===== config.mk =====
export PLATFORM = sky130hd
export DESIGN_NAME = traffic_enable_conditioner
export DESIGN_NICKNAME = d
export VERILOG_FILES = /design/src/rtl/traffic_pkg.sv /design/src/rtl/traffic_sync2.sv /design/src/rtl/traffic_enable_conditioner.sv
export SDC_FILE = /design/constraint.sdc
export NUM_CORES = 1
export LEC_CHECK = 0
export CAP_MARGIN = 10
export CELL_PAD_IN_SITES_DETAIL_PLACEMENT = 0
export CELL_PAD_IN_SITES_GLOBAL_PLACEMENT = 1
export CORE_UTILIZATION = 31
export CTS_CLUSTER_DIAMETER = 150
export DETAILED_ROUTE_END_ITERATION = 7
export PLACE_DENSITY_LB_ADDON = 0.08
export SLEW_MARGIN = 20
export SYNTH_ARGS = -nofsm -noshare
export SYNTH_HDL_FRONTEND = slang
export SYNTH_SLANG_ARGS = --single-unit

===== constraint.sdc =====
create_clock -name clk -period 2.1 [get_ports clk]
set_input_delay 0.42 -clock clk [delete_from_list [all_inputs] [get_ports clk]]
set_output_delay 0.42 -clock clk [all_outputs]
set_load 0.05 [all_outputs]

===== src/rtl/traffic_pkg.sv =====
// rtl/traffic_pkg.sv - shared enable-conditioner state encoding and default timing constants
package traffic_pkg;

    typedef enum logic [1:0] {
        ST_LOW    = 2'b00,
        ST_CHK_HI = 2'b01,
        ST_HIGH   = 2'b10,
        ST_CHK_LO = 2'b11
    } traffic_en_state_e;

    localparam int DEF_DEBOUNCE_CYCLES = 16;
    localparam int DEF_MIN_HOLD_CYCLES = 64;

    function automatic int max2(input int a, input int b);
        return (a > b) ? a : b;
    endfunction

endpackage


===== src/rtl/traffic_sync2.sv =====
// rtl/traffic_sync2.sv - generic two-flop synchronizer, reset value 0
module traffic_sync2 (
    input  logic clk,
    input  logic rst_n,
    input  logic d,
    output logic q
);

    logic s1_q;
    logic s2_q;

    // Two back-to-back flops to resolve metastability on the asynchronous input
    always_ff @(posedge clk or negedge rst_n) begin
        if (!rst_n) begin
            s1_q <= 1'b0;
            s2_q <= 1'b0;
        end else begin
            s1_q <= d;
            s2_q <= s1_q;
        end
    end

    assign q = s2_q;

endmodule


===== src/rtl/traffic_enable_conditioner.sv =====
// rtl/traffic_enable_conditioner.sv - sync, debounce and min-hold conditioning of the enable pad; optional TRAFFIC_COND_GLITCH_CNT_EN adds glitch_cnt_o
module traffic_enable_conditioner
    import traffic_pkg::*;
#(
    parameter int DEBOUNCE_CYCLES = DEF_DEBOUNCE_CYCLES,
    parameter int MIN_HOLD_CYCLES = DEF_MIN_HOLD_CYCLES,
    parameter int CNT_W           = $clog2(max2(DEBOUNCE_CYCLES, MIN_HOLD_CYCLES)) + 1
) (
    input  logic       clk,
    input  logic       rst_n,
    input  logic       raw_enable_i,
    output logic       enable_o,
    output logic       rise_o,
    output logic       fall_o,
    output logic       busy_o,
    output logic       pad_oeb_o
`ifdef TRAFFIC_COND_GLITCH_CNT_EN
    ,
    output logic [7:0] glitch_cnt_o
`endif
);

    localparam logic [CNT_W-1:0] DCNT_LAST = CNT_W'(DEBOUNCE_CYCLES - 1);
    localparam logic [CNT_W-1:0] HOLD_LOAD = CNT_W'(MIN_HOLD_CYCLES);

    traffic_en_state_e state_q, state_d;
    logic [CNT_W-1:0]  dcnt_q, dcnt_d;
    logic [CNT_W-1:0]  hold_q, hold_d;
    logic              enable_q, enable_d;
    logic              rise_q, rise_d;
    logic              fall_q, fall_d;
    logic              busy_q, busy_d;
    logic              s2;

    traffic_sync2 u_sync (
        .clk   (clk),
        .rst_n (rst_n),
        .d     (raw_enable_i),
        .q     (s2)
    );

    // State, counters and registered outputs
    always_ff @(posedge clk or negedge rst_n) begin
        if (!rst_n) begin
            state_q  <= ST_LOW;
            dcnt_q   <= '0;
            hold_q   <= '0;
            enable_q <= 1'b0;
            rise_q   <= 1'b0;
            fall_q   <= 1'b0;
            busy_q   <= 1'b0;
        end else begin
            state_q  <= state_d;
            dcnt_q   <= dcnt_d;
            hold_q   <= hold_d;
            enable_q <= enable_d;
            rise_q   <= rise_d;
            fall_q   <= fall_d;
            busy_q   <= busy_d;
        end
    end

    // Next-state: candidates start only once the hold lockout reads zero
    always_comb begin
        state_d = state_q;
        dcnt_d  = dcnt_q;
        hold_d  = (hold_q != '0) ? hold_q - 1'b1 : hold_q;
        rise_d  = 1'b0;
        fall_d  = 1'b0;
        case (state_q)
            ST_LOW: begin
                if (s2 && hold_q == '0) begin
                    state_d = ST_CHK_HI;
                    dcnt_d  = '0;
                end
            end
            ST_CHK_HI: begin
                if (!s2) begin
                    state_d = ST_LOW;
                end else if (dcnt_q == DCNT_LAST) begin
                    state_d = ST_HIGH;
                    rise_d  = 1'b1;
                    hold_d  = HOLD_LOAD;
                end else begin
                    dcnt_d = dcnt_q + 1'b1;
                end
            end
            ST_HIGH: begin
                if (!s2 && hold_q == '0) begin
                    state_d = ST_CHK_LO;
                    dcnt_d  = '0;
                end
            end
            ST_CHK_LO: begin
                if (s2) begin
                    state_d = ST_HIGH;
                end else if (dcnt_q == DCNT_LAST) begin
                    state_d = ST_LOW;
                    fall_d  = 1'b1;
                    hold_d  = HOLD_LOAD;
                end else begin
                    dcnt_d = dcnt_q + 1'b1;
                end
            end
            default: state_d = ST_LOW;
        endcase
        enable_d = (state_d == ST_HIGH) || (state_d == ST_CHK_LO);
        busy_d   = (state_d == ST_CHK_HI) || (state_d == ST_CHK_LO);
    end

    assign enable_o  = enable_q;
    assign rise_o    = rise_q;
    assign fall_o    = fall_q;
    assign busy_o    = busy_q;
    assign pad_oeb_o = 1'b1;

`ifdef TRAFFIC_COND_GLITCH_CNT_EN
    logic       reject;
    logic [7:0] glitch_q;

    assign reject = ((state_q == ST_CHK_HI) && !s2) || ((state_q == ST_CHK_LO) && s2);

    // Saturating count of candidates that fell back to their origin state
    always_ff @(posedge clk or negedge rst_n) begin
        if (!rst_n) begin
            glitch_q <= 8'h00;
        end else if (reject && glitch_q != 8'hFF) begin
            glitch_q <= glitch_q + 8'h01;
        end
    end

    assign glitch_cnt_o = glitch_q;
`endif

endmodule


==> metrics.yaml <==
status: "complete, no violations"
ant_nets: 0
syn_area_mm2: 0.00104
rsz0062_at_grt: "no"
initialDrtViolationCount: 21
tritoncts: "built"
p_seq_share_pct: 53.2
antenna_found_initial: 0
grt_usage_pct: 13.1
grt_max_degree: 22
vdd_drop_max_v: 0.000437
ctsHtreeMaxLevel: 1
fillers: 324
clock_insertion_delay_worst_skew_ps: 300
min_to: "u_sync.q"
regToRegEndpoint: "hold_q[2]"
boundaryPins: 8
power_frac_clock_pct: 17.2
crit_type: "flip-flop to flip-flop"
hold_viol: 0
p_sw_uw: 409
r2r_slack_ps: 230
final_common_cell: "dfrtp_1"
yosysTopAreaCell: "dfrtp_1"
cp_max_fo: 6
rows: 20
vias: 715
vias_per_cell: 4.70
antennaDiodeCount: 0
timing.final.crit_period_ps: 1870
finalSetupViolations: 0
mostFrequentLayoutCells: "dfrtp_1, nor2_1, nand2_1, xnor2_1, clkdlybuf4s50_1"
cap_violations: 0
p_leak_nw: 0.522
die_y_um: 59.8
p_int_uw: 734
core_area_mm2: 0.00310
finalMaxSlewViolations: 0
post_cts_buffers: 0
clock_path_buffers: 2
cp.required_ps: 2290
drive_above_1_share_pct: 13.9
cts_sinks: 21
gr-total-overflow: 0
tightest_slew_ps: 504
dr.pass1.iters: 4
hold_depth: 0
nets: 115
tns_ps: 0
cp_data_arrival_time_ps: 2060
rr_worst_depth: 5
fin_util_pct: 38.5
holdCritPathClass: "flip-flop to flip-flop"
slew_headroom_pct: 66.3
drc: 0
synth.yosys.seq_area_share_pct: 50.7
start_util_pct: 33.4
area_growth_pct: 15.3
syn_nets: 103
clock_skew_ps: 9.31
synthCells: 97
gp_congestion: 0.750
path_clk_slew_ps: 120
ys_warn_count: 0
dpl.hpwl_mm: 1.39
synth_top_cell_area_share_pct: 50.7
sw_frac_of_total_pct: 35.8
die_area_mm2: 0.00358
ys_ff_latch: 21
grt_pass1_wl_mm: 3.38
synth_edf_count: 0
period_share_pct: 89.0
power_per_cell_area_mw_per_mm2: 956
synth_area_per_cell_um2: 10.7
wl_per_cell_um: 12.4
synth_ff_type: "dfrtp_1"
ys_types: 37
critical_path.startpoint_type: "flip-flop"
max_freq_ghz: 0.535
cts-root-buf: "clkbuf_4"
end_kind: "flip-flop"
async_reset_ff_share_pct: 100
portBuffers: 6
grt_pass1_vias: 721
r2r_start: "dcnt_q[0]"
pwr-share-comb_pct: 29.5
totalWireLength_mm: 1.89
synth_area_leaders: "dfrtp_1, xnor2_1, nor2_1"
finalPower_mw: 1.14
cts-buffers-inserted: 3
hold_start: "u_sync.s1_q"
dieWidth_um: 59.8
cells by family after synthesis:
kind of cell               after synthesis  share of synthesized area [%]
xor gates and xnor gates                 7                           5.92
DFF                                     21                           50.7
adders and majority gates                3                           3.62
buffers and inverters                    6                           2.54
other                                    1                          0.362
AOI/OAI and AO/OA                       20                           14.0
and+or+nand+nor                         37                           20.8
muxes                                    2                           2.05
worst max path at each step:
stage          slack (ps)       from  cells after the start         to
2_1_floorplan         470   enable_o                      4  dcnt_q[4]
3_3_place_gp          250  dcnt_q[0]                      5  hold_q[3]
3_5_place_dp          260  dcnt_q[0]                      5  hold_q[2]
4_1_cts                40   enable_o                      1   enable_o
5_1_grt               120  dcnt_q[0]                      5  hold_q[2]
6_report              230  dcnt_q[0]                      5  hold_q[2]
worst max-delay path, cell delays in order, from the launching register on:
cell	delay, ps
dfrtp_1	450
ha_1	250
nand3_2	160
or4_4	490
o21ai_1	320
nor2_1	90
stage by stage:
step                      instances  hold slack [ps]  instance area [µm²]  worst slack (ps)
after floorplan                  97              124                 1040               469
final                           152              365                 1190               232
after global routing            152              383                 1190               117
after detailed placement        148              339                 1160               264
after CTS                       152              370                 1190              36.5
after global placement          148              336                 1160               254
flip-flops by register name (all words and copies together) (netlist names):
name         flops
u_sync.q         1
fall_o           1
u_sync.s1_q      1
busy_o           1
rise_o           1
hold_q           7
dcnt_q           7
state_q          1
enable_o         1
cells in the mapped netlist, types with 2 or more instances:
master and instances:
ha_1 3, xnor2_1 5, inv_1 4, xor2_1 2, a21oi_1 2, o41ai_1 2
a211oi_1 3, dfrtp_1 21, nor3_1 4, o21ai_0 3, nor3b_1 3, nor2_1 11
nand2_1 6, and3_1 2, nand3_1 4
area by class of cell:
| class | count | area [µm²] | area share [%] |
|---|---|---|---|
| Clock buffer | 3 | 22.5 | 1.88 |
| Clock inverter | 1 | 7.51 | 0.628 |
| Inverter | 4 | 15.0 | 1.26 |
| Multi-Input combinational cell | 70 | 484 | 40.5 |
| Sequential cell | 21 | 526 | 44.0 |
| Tap cell | 44 | 55.1 | 4.61 |
| Timing Repair Buffer | 9 | 85.1 | 7.12 |
timing repair:
action | 4_1_cts | 5_1_grt
hold buffers | 0 | 0
setup endpoints to repair | 0 | 1
endpoints found under the hold margin | 0 | 0
gates resized for setup | 0 | 1
power by group through the flow:
stage          Combinational [mW]  Sequential (mW)  Clock (mW)
2_1_floorplan               0.274            0.599           0
3_3_place_gp                0.338            0.617           0
3_5_place_dp                0.338            0.616           0
4_1_cts                     0.341            0.607       0.218
5_1_grt                     0.383            0.622       0.234
6_report                    0.337            0.608       0.197
per-layer routing:
metal  track usage, %  wire length [µm]
met1             17.0               962
met2             20.6               857
met3             2.60                48
met4             6.98                19
met5                0                 0
Note: power is estimated with default switching activity, not from simulation.
